--- src/rtl/mul_div_unit.sv ---
// Iterative multiply/divide unit for the MIPS EX stage.
// Executes MULT, MULTU, DIV and DIVU and delivers a {HI, LO} pair.
// Multiplication uses shift-add, one multiplier bit per cycle.
// Division uses restoring division, one quotient bit per cycle.
// Signed operations run on operand magnitudes. The sign is fixed up
// when the result is captured on entry to DONE.
module mul_div_unit #(
    parameter  int WIDTH = 32,
    localparam int CNT_W = $clog2(WIDTH + 1)
) (
    input  logic                 clk,
    input  logic                 resetn,
    input  logic                 start,
    input  logic [1:0]           op,
    input  logic [WIDTH-1:0]     a,
    input  logic [WIDTH-1:0]     b,
    input  logic                 cancel,
    output logic                 ready,
    output logic                 busy,
    output logic                 done,
    output logic [2*WIDTH-1:0]   result,
    output logic                 div_by_zero
);

    typedef enum logic [1:0] {
        S_IDLE = 2'd0,
        S_CALC = 2'd1,
        S_DONE = 2'd2
    } state_t;

    state_t               state_r;
    logic [CNT_W-1:0]     cnt_r;
    logic                 is_div_r;
    logic                 sign_a_r;
    logic                 sign_b_r;
    logic [WIDTH-1:0]     mag_a_r;
    logic [WIDTH-1:0]     mag_b_r;
    logic [2*WIDTH-1:0]   acc_r;
    logic [WIDTH:0]       rem_r;
    logic [WIDTH-1:0]     quo_r;
    logic [2*WIDTH-1:0]   result_r;
    logic                 done_r;
    logic                 dbz_r;
    logic                 ready_r;
    logic                 busy_r;

    logic                 op_signed_s;
    logic                 sign_a_s;
    logic                 sign_b_s;
    logic [WIDTH-1:0]     mag_a_s;
    logic [WIDTH-1:0]     mag_b_s;
    logic [WIDTH:0]       hi_sum_s;
    logic [2*WIDTH-1:0]   mul_next_s;
    logic [WIDTH:0]       shift_s;
    logic [WIDTH:0]       diff_s;
    logic [WIDTH:0]       rem_next_s;
    logic [WIDTH-1:0]     quo_next_s;
    logic [2*WIDTH-1:0]   mul_fix_s;
    logic [WIDTH-1:0]     quo_fix_s;
    logic [WIDTH-1:0]     rem_fix_s;
    logic [2*WIDTH-1:0]   final_s;
    logic                 last_step_s;

    // Decode the incoming operands into sign flags and unsigned magnitudes
    always_comb begin
        op_signed_s = ~op[0];
        sign_a_s    = op_signed_s & a[WIDTH-1];
        sign_b_s    = op_signed_s & b[WIDTH-1];
        if (sign_a_s) begin
            mag_a_s = {WIDTH{1'b0}} - a;
        end else begin
            mag_a_s = a;
        end
        if (sign_b_s) begin
            mag_b_s = {WIDTH{1'b0}} - b;
        end else begin
            mag_b_s = b;
        end
    end

    // One iteration step for each algorithm, plus sign-corrected final result
    always_comb begin
        if (acc_r[0]) begin
            hi_sum_s = {1'b0, acc_r[2*WIDTH-1:WIDTH]} + {1'b0, mag_a_r};
        end else begin
            hi_sum_s = {1'b0, acc_r[2*WIDTH-1:WIDTH]};
        end
        mul_next_s = {hi_sum_s, acc_r[WIDTH-1:1]};

        shift_s = {rem_r[WIDTH-1:0], quo_r[WIDTH-1]};
        diff_s  = shift_s - {1'b0, mag_b_r};
        if (diff_s[WIDTH]) begin
            rem_next_s = shift_s;
            quo_next_s = {quo_r[WIDTH-2:0], 1'b0};
        end else begin
            rem_next_s = diff_s;
            quo_next_s = {quo_r[WIDTH-2:0], 1'b1};
        end

        if (sign_a_r ^ sign_b_r) begin
            mul_fix_s = {(2*WIDTH){1'b0}} - mul_next_s;
            quo_fix_s = {WIDTH{1'b0}} - quo_next_s;
        end else begin
            mul_fix_s = mul_next_s;
            quo_fix_s = quo_next_s;
        end
        // The remainder follows the sign of the dividend
        if (sign_a_r) begin
            rem_fix_s = {WIDTH{1'b0}} - rem_next_s[WIDTH-1:0];
        end else begin
            rem_fix_s = rem_next_s[WIDTH-1:0];
        end

        if (is_div_r) begin
            final_s = {rem_fix_s, quo_fix_s};
        end else begin
            final_s = mul_fix_s;
        end
        last_step_s = (cnt_r == CNT_W'(WIDTH - 1));
    end

    // Control FSM with datapath registers and registered handshake outputs
    always_ff @(posedge clk or negedge resetn) begin
        if (!resetn) begin
            state_r  <= S_IDLE;
            cnt_r    <= {CNT_W{1'b0}};
            is_div_r <= 1'b0;
            sign_a_r <= 1'b0;
            sign_b_r <= 1'b0;
            mag_a_r  <= {WIDTH{1'b0}};
            mag_b_r  <= {WIDTH{1'b0}};
            acc_r    <= {(2*WIDTH){1'b0}};
            rem_r    <= {(WIDTH+1){1'b0}};
            quo_r    <= {WIDTH{1'b0}};
            result_r <= {(2*WIDTH){1'b0}};
            done_r   <= 1'b0;
            dbz_r    <= 1'b0;
            ready_r  <= 1'b1;
            busy_r   <= 1'b0;
        end else if (cancel) begin
            // Flush: abandon the operation and keep result/div_by_zero intact
            state_r <= S_IDLE;
            cnt_r   <= {CNT_W{1'b0}};
            done_r  <= 1'b0;
            ready_r <= 1'b1;
            busy_r  <= 1'b0;
        end else begin
            case (state_r)
                S_IDLE: begin
                    done_r <= 1'b0;
                    if (start) begin
                        is_div_r <= op[1];
                        sign_a_r <= sign_a_s;
                        sign_b_r <= sign_b_s;
                        mag_a_r  <= mag_a_s;
                        mag_b_r  <= mag_b_s;
                        acc_r    <= {{WIDTH{1'b0}}, mag_b_s};
                        rem_r    <= {(WIDTH+1){1'b0}};
                        quo_r    <= mag_a_s;
                        cnt_r    <= {CNT_W{1'b0}};
                        ready_r  <= 1'b0;
                        busy_r   <= 1'b1;
                        if (op[1] && (b == {WIDTH{1'b0}})) begin
                            // Divide by zero: dividend to HI, all-ones to LO
                            result_r <= {a, {WIDTH{1'b1}}};
                            dbz_r    <= 1'b1;
                            done_r   <= 1'b1;
                            state_r  <= S_DONE;
                        end else begin
                            dbz_r   <= 1'b0;
                            state_r <= S_CALC;
                        end
                    end else begin
                        state_r <= S_IDLE;
                    end
                end
                S_CALC: begin
                    if (is_div_r) begin
                        rem_r <= rem_next_s;
                        quo_r <= quo_next_s;
                    end else begin
                        acc_r <= mul_next_s;
                    end
                    if (last_step_s) begin
                        result_r <= final_s;
                        done_r   <= 1'b1;
                        cnt_r    <= {CNT_W{1'b0}};
                        state_r  <= S_DONE;
                    end else begin
                        cnt_r <= cnt_r + CNT_W'(1);
                    end
                end
                S_DONE: begin
                    done_r  <= 1'b0;
                    ready_r <= 1'b1;
                    busy_r  <= 1'b0;
                    state_r <= S_IDLE;
                end
                default: begin
                    done_r  <= 1'b0;
                    ready_r <= 1'b1;
                    busy_r  <= 1'b0;
                    cnt_r   <= {CNT_W{1'b0}};
                    state_r <= S_IDLE;
                end
            endcase
        end
    end

    assign ready       = ready_r;
    assign busy        = busy_r;
    assign done        = done_r;
    assign result      = result_r;
    assign div_by_zero = dbz_r;

endmodule
--- config.mk ---
export PLATFORM = sky130hd
export DESIGN_NAME = mul_div_unit
export DESIGN_NICKNAME = d
export VERILOG_FILES = /design/src/rtl/mul_div_unit.sv
export SDC_FILE = /design/constraint.sdc
export NUM_CORES = 1
export LEC_CHECK = 0
export CAP_MARGIN = 10
export CELL_PAD_IN_SITES_DETAIL_PLACEMENT = 0
export CELL_PAD_IN_SITES_GLOBAL_PLACEMENT = 1
export CORE_ASPECT_RATIO = 1.5
export CORE_MARGIN = 10
export CORE_UTILIZATION = 40
export DETAILED_ROUTE_END_ITERATION = 10
export MAX_ROUTING_LAYER = met4
export PLACE_DENSITY = 0.71
export SLEW_MARGIN = 15
export SYNTH_ARGS = -nofsm -noshare
export SYNTH_HDL_FRONTEND = slang
export SYNTH_SLANG_ARGS = --single-unit
--- constraint.sdc ---
create_clock -name clk -period 8.66 [get_ports clk]
set_clock_uncertainty 0.05 [all_clocks]
set_input_delay 0.866 -clock clk [delete_from_list [all_inputs] [get_ports clk]]
set_output_delay 0.866 -clock clk [all_outputs]
set_load 0.05 [all_outputs]
==> flow_summary.ini, run 1 <==
[setup_path]
crit_arrival_ns = 5.73
rrSetupSlack_ns = 3.36
cp_max_fo = 4
critPathLaunchType = flop
required_ns = 9.09
crit_path_top_delay_cell = a211oi_1
critPathMaxStageDelay_ns = 0.93
end_kind = flop
crit_chain = ha_1, fa_1, a21o_1, a311oi_1, nor2_1, o21ai_0, o2111ai_1, a211oi_1, nand3_1, o41ai_1, mux2i_1, o211ai_1
crit_type = flop to flop

[sta]
max_freq_mhz = 189
rsz0062_at_grt = no
hold_slack_ns = 0.198
setup_viol_count_final = 0
period_share_pct = 61.2
hold_viol_final = 0
timing.final.crit_period_ns = 5.30
fin_setup_tns_ns = 0
final_max_slew_viol_count = 0
worst_pin_slew_ns = 1.34
setup_ws_ns = 3.36
max_slew_margin_pct = 9.83

[detailed_routing]
wl_met1_um = 32100
top_layer_used = met4
vias = 19800
dr.pass1.iters = 6
met3_length_um = 2870
dr_wl_met2_um = 41800
ant_nets = 0
drt_iter0_markers = 1426
vias_per_cell = 5.91
drc = 0
drt-total-wl_um = 81800
detail_route.wl_per_cell_um = 24.4

[yosys]
synth.yosys.seq_area_share_pct = 33.1
syn_area_per_cell_um2 = 7.81
netlist_area_mm2 = 0.0204
synth_cells = 2614
synth_edf_count = 0
synth_flop_cell = dfrtp_1
synthesis.nets = 2756
yosysWarnings = 0
synth_cell_types = 93
async_reset_ff_share_pct = 100
synth_seq_cells = 270

[global_route]
track_usage_pct = 27.2
overflow = 0
antenna_found_initial = 0
grt_pass1_vias = 19500
grt_max_degree = 88
grt_pass1_wl_um = 123000

[clocking]
cts_setup_buffers = 0
cts-root-buf = clkbuf_16
clk_path_buf_depth = 3
cts_resized = 0
numCtsBuffers = 30
clkTransAtPathRegs_ns = 0.06
worstSkewPairLatency_ns = 0.61
hold_buffers = 0
cts_tree = done
htreeDepth = 1
cts.sinks = 270

[power]
total_power_mw = 7.11
p_per_area_mw_per_mm2 = 304
ir_drop_mv = 0.168
p_leak_nw = 9.68

[place]
post-dp-hpwl_um = 64000
dpl_worst_slack_ns = 3.02
port_buffers = 137
gp_congestion = 0.929

[finish]
final_common_cell = nand2_1
fillers = 5101
final_cell_mix = nand2_1, o21ai_0, dfrtp_1, nor2_1, a21oi_1
area_growth_syn_to_layout_pct = 14.5
fin_nets = 2802
antenna-diode-count = 0
drive_above_1_share_pct = 5.63

[floorplan]
coreArea_mm2 = 0.0505
die_w_um = 204
rows = 101
dieArea_mm2 = 0.0607
num_io_pins = 138
start_util_pct = 40.4
die_h_um = 297

[outcome]
status = complete, no violations

[run]
cap_violations = 0

[hold_path]
holdCritPathClass = input port to asynchronous set/reset pin
-- final cells by class --
cell class / count / area (µm²) / area share, %
Clock buffer: 41 / 862 / 3.69
Inverter: 69 / 259 / 1.11
Multi-Input combinational cell: 2123 / 12800 / 55.0
Timing Repair Buffer: 166 / 1590 / 6.82
Tap cell: 669 / 837 / 3.58
Clock inverter: 13 / 214 / 0.915
Sequential cell: 270 / 6760 / 28.9
-- stage by stage --
stage	instance area, µm²	instances	util, %
floorplan	20400	2614	-
global placement	22300	3297	44.1
detailed placement	22300	3297	44.1
CTS	23400	3351	46.2
global route	23400	3351	46.2
finish	23400	3351	46.2
-- layer usage --
metal | global-route usage, % | vias up
met1 | 30.0 | 9609
met4 | 14.8 | 0
li1 | - | 9486
met3 | 1.99 | 163
met5 | - | -
met2 | 47.9 | 549
-- logic make-up after synthesis --
family,share of synthesized area (%)
multiplexers,2.32
AND/OR/NAND/NOR,21.1
adder cells (fa/ha/maj),4.49
flip-flops,33.1
AO/OA/AOI/OAI,25.6
buffers and inverters,4.19
XOR/XNOR,9.22
-- final timing paths --
| check | from | end | depth (start not counted) |
|---|---|---|---|
| max reg2reg | acc_r[32] | result[62] | 12 |
| min reg2reg | div_by_zero | div_by_zero | 2 |
| min in group clk | div_by_zero | div_by_zero | 2 |
| min | resetn | cnt_r[1] | 1 |
| max in group asynchronous | resetn | acc_r[33] | 2 |
| max | acc_r[32] | result[62] | 12 |
-- power breakdown --
| group | total [mW] | switching, mW | internal (mW) |
|---|---|---|---|
| clock network | 1.43 | 0.590 | 0.844 |
| logic | 3.84 | 2.47 | 1.37 |
| registers | 1.83 | 0.337 | 1.50 |
| total | 7.11 | 3.40 | 3.71 |
-- worst max-delay path, delay by kind of cell, from the launching register on --
| family | cells | cell delay, ns |
|---|---|---|
| AOI/OAI and AO/OA | 7 | 3.35 |
| adders and majority gates | 2 | 0.70 |
| and+or+nand+nor | 2 | 0.43 |
| DFF | 1 | 0.40 |
| muxes | 1 | 0.25 |
-- synth_stat cells (all sizes together), types with 18 or more instances --
cell type | instances | share of area, %
o31ai | 35 | 1.3
nand3 | 39 | 0.96
clkbuf | 123 | 2.3
a21oi | 260 | 6.4
ha | 70 | 4.3
or3 | 27 | 0.83
a21o | 26 | 0.96
xnor2 | 125 | 5.4
o21ai | 309 | 7.6
nor2 | 270 | 5.0
and3 | 24 | 0.76
xor2 | 90 | 3.9
inv | 68 | 1.3
mux2i | 35 | 1.7
nor3 | 52 | 1.3
nor4 | 39 | 1.3
a211oi | 25 | 0.97
a22o | 21 | 0.90
a31oi | 44 | 1.3
nand4 | 18 | 0.55
buf | 29 | 0.66
dfrtp | 269 | 33
nand2 | 353 | 6.5
-- registers in the layout (all words and copies together) (netlist names) --
name and flops:
cnt_r 6, quo_r 32, acc_r 64, state_r 1
result 64, div_by_zero 1, ready 1, sign_b_r 1
busy 1, mag_b_r 32, rem_r 32, done 1
mag_a_r 32, is_div_r 1, sign_a_r 1
Power figures use the tool's default switching activity.
==> run 2: changes to the inputs <==
- PLACE_DENSITY: 0.71 -> 0.74
- clock period: 8.66 -> 4.6 ns (I/O delays scaled with it)
==> run 2 against run 1 <==
- die area is the same
- sequential share of layout area shrank 1.0 points
- routed wire length shrank 1.0%
- largest power group unchanged
- via count grew 2.5%
- worst hold slack gained 0.21 ns
- first-iteration DRC count grew 10%
- worst setup slack lost 3.2 ns
- power grew 95%
- final cell count grew 2.6%
- sequential cell count is the same
- register-to-register slack lost 3.2 ns
- highest routed layer unchanged
- count of clock-buffer cells in the layout grew 1
==> flow_summary.ini, run 2 (same netlist as run 1, synthesis figures left out) <==
[finish]
final_cell_mix = nand2_1, o21ai_0, dfrtp_1, nor2_1, a21oi_1
drive_above_1_share_pct = 8.92
final_common_cell = nand2_1
stdcell_area_mm2 = 0.0242
fin_nets = 2890
area_growth_syn_to_layout_pct = 18.7
antenna-diode-count = 0
fillers = 5089

[outcome]
status = complete, no violations

[sta]
hold_viol_final = 0
period_share_pct = 96.7
max_slew_margin_pct = 21.8
fin_setup_tns_ns = 0
final_max_slew_viol_count = 0
timing.final.crit_period_ns = 4.45
worst_pin_slew_ns = 1.17
setup_viol_count_final = 0
max_freq_mhz = 225

[detailed_routing]
drc = 0
dr.pass1.iters = 7
drt-total-wl_um = 81000
ant_nets = 0
drt_iter0_markers = 1573
vias = 20300
vias_per_cell = 5.90
detail_route.wl_per_cell_um = 23.6

[clocking]
numCtsBuffers = 29
worstSkewPairLatency_ns = 0.59
cts.sinks = 270
clk_path_buf_depth = 3
cts-root-buf = clkbuf_16
htreeDepth = 1
clkTransAtPathRegs_ns = 0.07
cts_tree = done

[place]
port_buffers = 137
post-dp-hpwl_um = 63900
gp_congestion = 0.948
placed_area_mm2 = 0.0230

[floorplan]
dieArea_mm2 = 0.0607
start_util_pct = 40.4
num_io_pins = 138
die_h_um = 297
rows = 101
die_w_um = 204
coreArea_mm2 = 0.0505

[run]
cap_violations = 0

[global_route]
grt_max_degree = 111
grt_pass1_wl_um = 121000
antenna_found_initial = 0
overflow = 0
track_usage_pct = 26.7
grt_pass1_vias = 19800

[setup_path]
end_kind = flop
critPathLaunchType = flop
required_ns = 5.02
crit_type = flop to flop
ff2ff_path_depth = 13
crit_arrival_ns = 4.87
cp_max_fo = 7

[hold_path]
min_path_cells = 3
holdCritPathClass = input port to flop

[power]
p_leak_nw = 10.2
ir_drop_mv = 0.374
p_per_area_mw_per_mm2 = 572
==> run 2: cell count changes in the layout (fill, tap and decap cells not counted), moves of 3 or more <==
cell and delta:
clkbuf_8 -3, buf_4 +79, clkbuf_1 +5, buf_12 +8
==> run 2: area by class of cell <==
cell class / instances / area (µm²) / area share [%]
Multi-Input combinational cell: 2123 / 13000 / 53.5
Tap cell: 669 / 837 / 3.46
Timing Repair Buffer: 255 / 2370 / 9.78
Clock inverter: 10 / 229 / 0.945
Inverter: 69 / 259 / 1.07
Sequential cell: 270 / 6760 / 27.9
Clock buffer: 42 / 815 / 3.36
==> run 2: timing repair <==
| item | 4_1_cts | 5_1_grt |
|---|---|---|
| resized for setup | 1 | 20 |
| setup buffers | 0 | 2 |
| pin swaps | 0 | 6 |
| hold buffers | 1 | 0 |
| endpoints found under the hold margin | 54 | 0 |
| endpoints found under the setup margin | 1 | 14 |
==> run 2: worst max-delay path: stages, from the launching register on <==
cell and delay, ns:
dfrtp_1 0.45, ha_1 0.46, and4_1 0.39, nand2_1 0.17
a211oi_1 0.44, nand3b_1 0.32, o2111ai_1 0.16, a32oi_1 0.42
a22o_1 0.29, nand3_1 0.11, or2_0 0.23, o41a_1 0.34
mux2i_1 0.16, o32a_1 0.36
==> run 2: report_power, final <==
group	internal, mW	total, mW	switching, mW	leakage (nW)
combinational	2.98	7.72	4.73	6.20
clock	1.61	2.66	1.05	0.508
sequential	2.81	3.47	0.658	3.46
==> run 2: layer usage <==
metal	wire length, µm	GRT usage [%]	vias to the layer above
li1	-	-	9634
met1	31800	29.9	9847
met2	40600	45.9	641
met3	3260	2.21	171
met4	5340	15.6	0
met5	0	-	-
==> run 2: per-stage QoR <==
stage               power (mW)  std cells  hold WS, ns  worst slack (ns)  util, %
global placement          10.9       3383        0.402             0.171     45.6
global route              14.7       3438        0.415           -0.0320     47.9
CTS                       13.7       3436        0.389             0.102     47.7
floorplan                 8.32       2614        0.114             0.120        -
detailed placement        11.0       3383        0.411            0.0310     45.6
finish                    13.9       3438        0.409             0.153     47.9
==> run 2: path summary, 6_finish.rpt <==
kind,slack (ns),to,start
setup / recovery,0.15,result[63],rem_r[11]
hold / removal,0.41,is_div_r,op[1]
setup reg to reg,0.15,result[63],rem_r[11]
hold reg to reg,0.42,ready,ready
max in group asynchronous,2.81,acc_r[31],resetn
min in group asynchronous,0.53,result[26],resetn
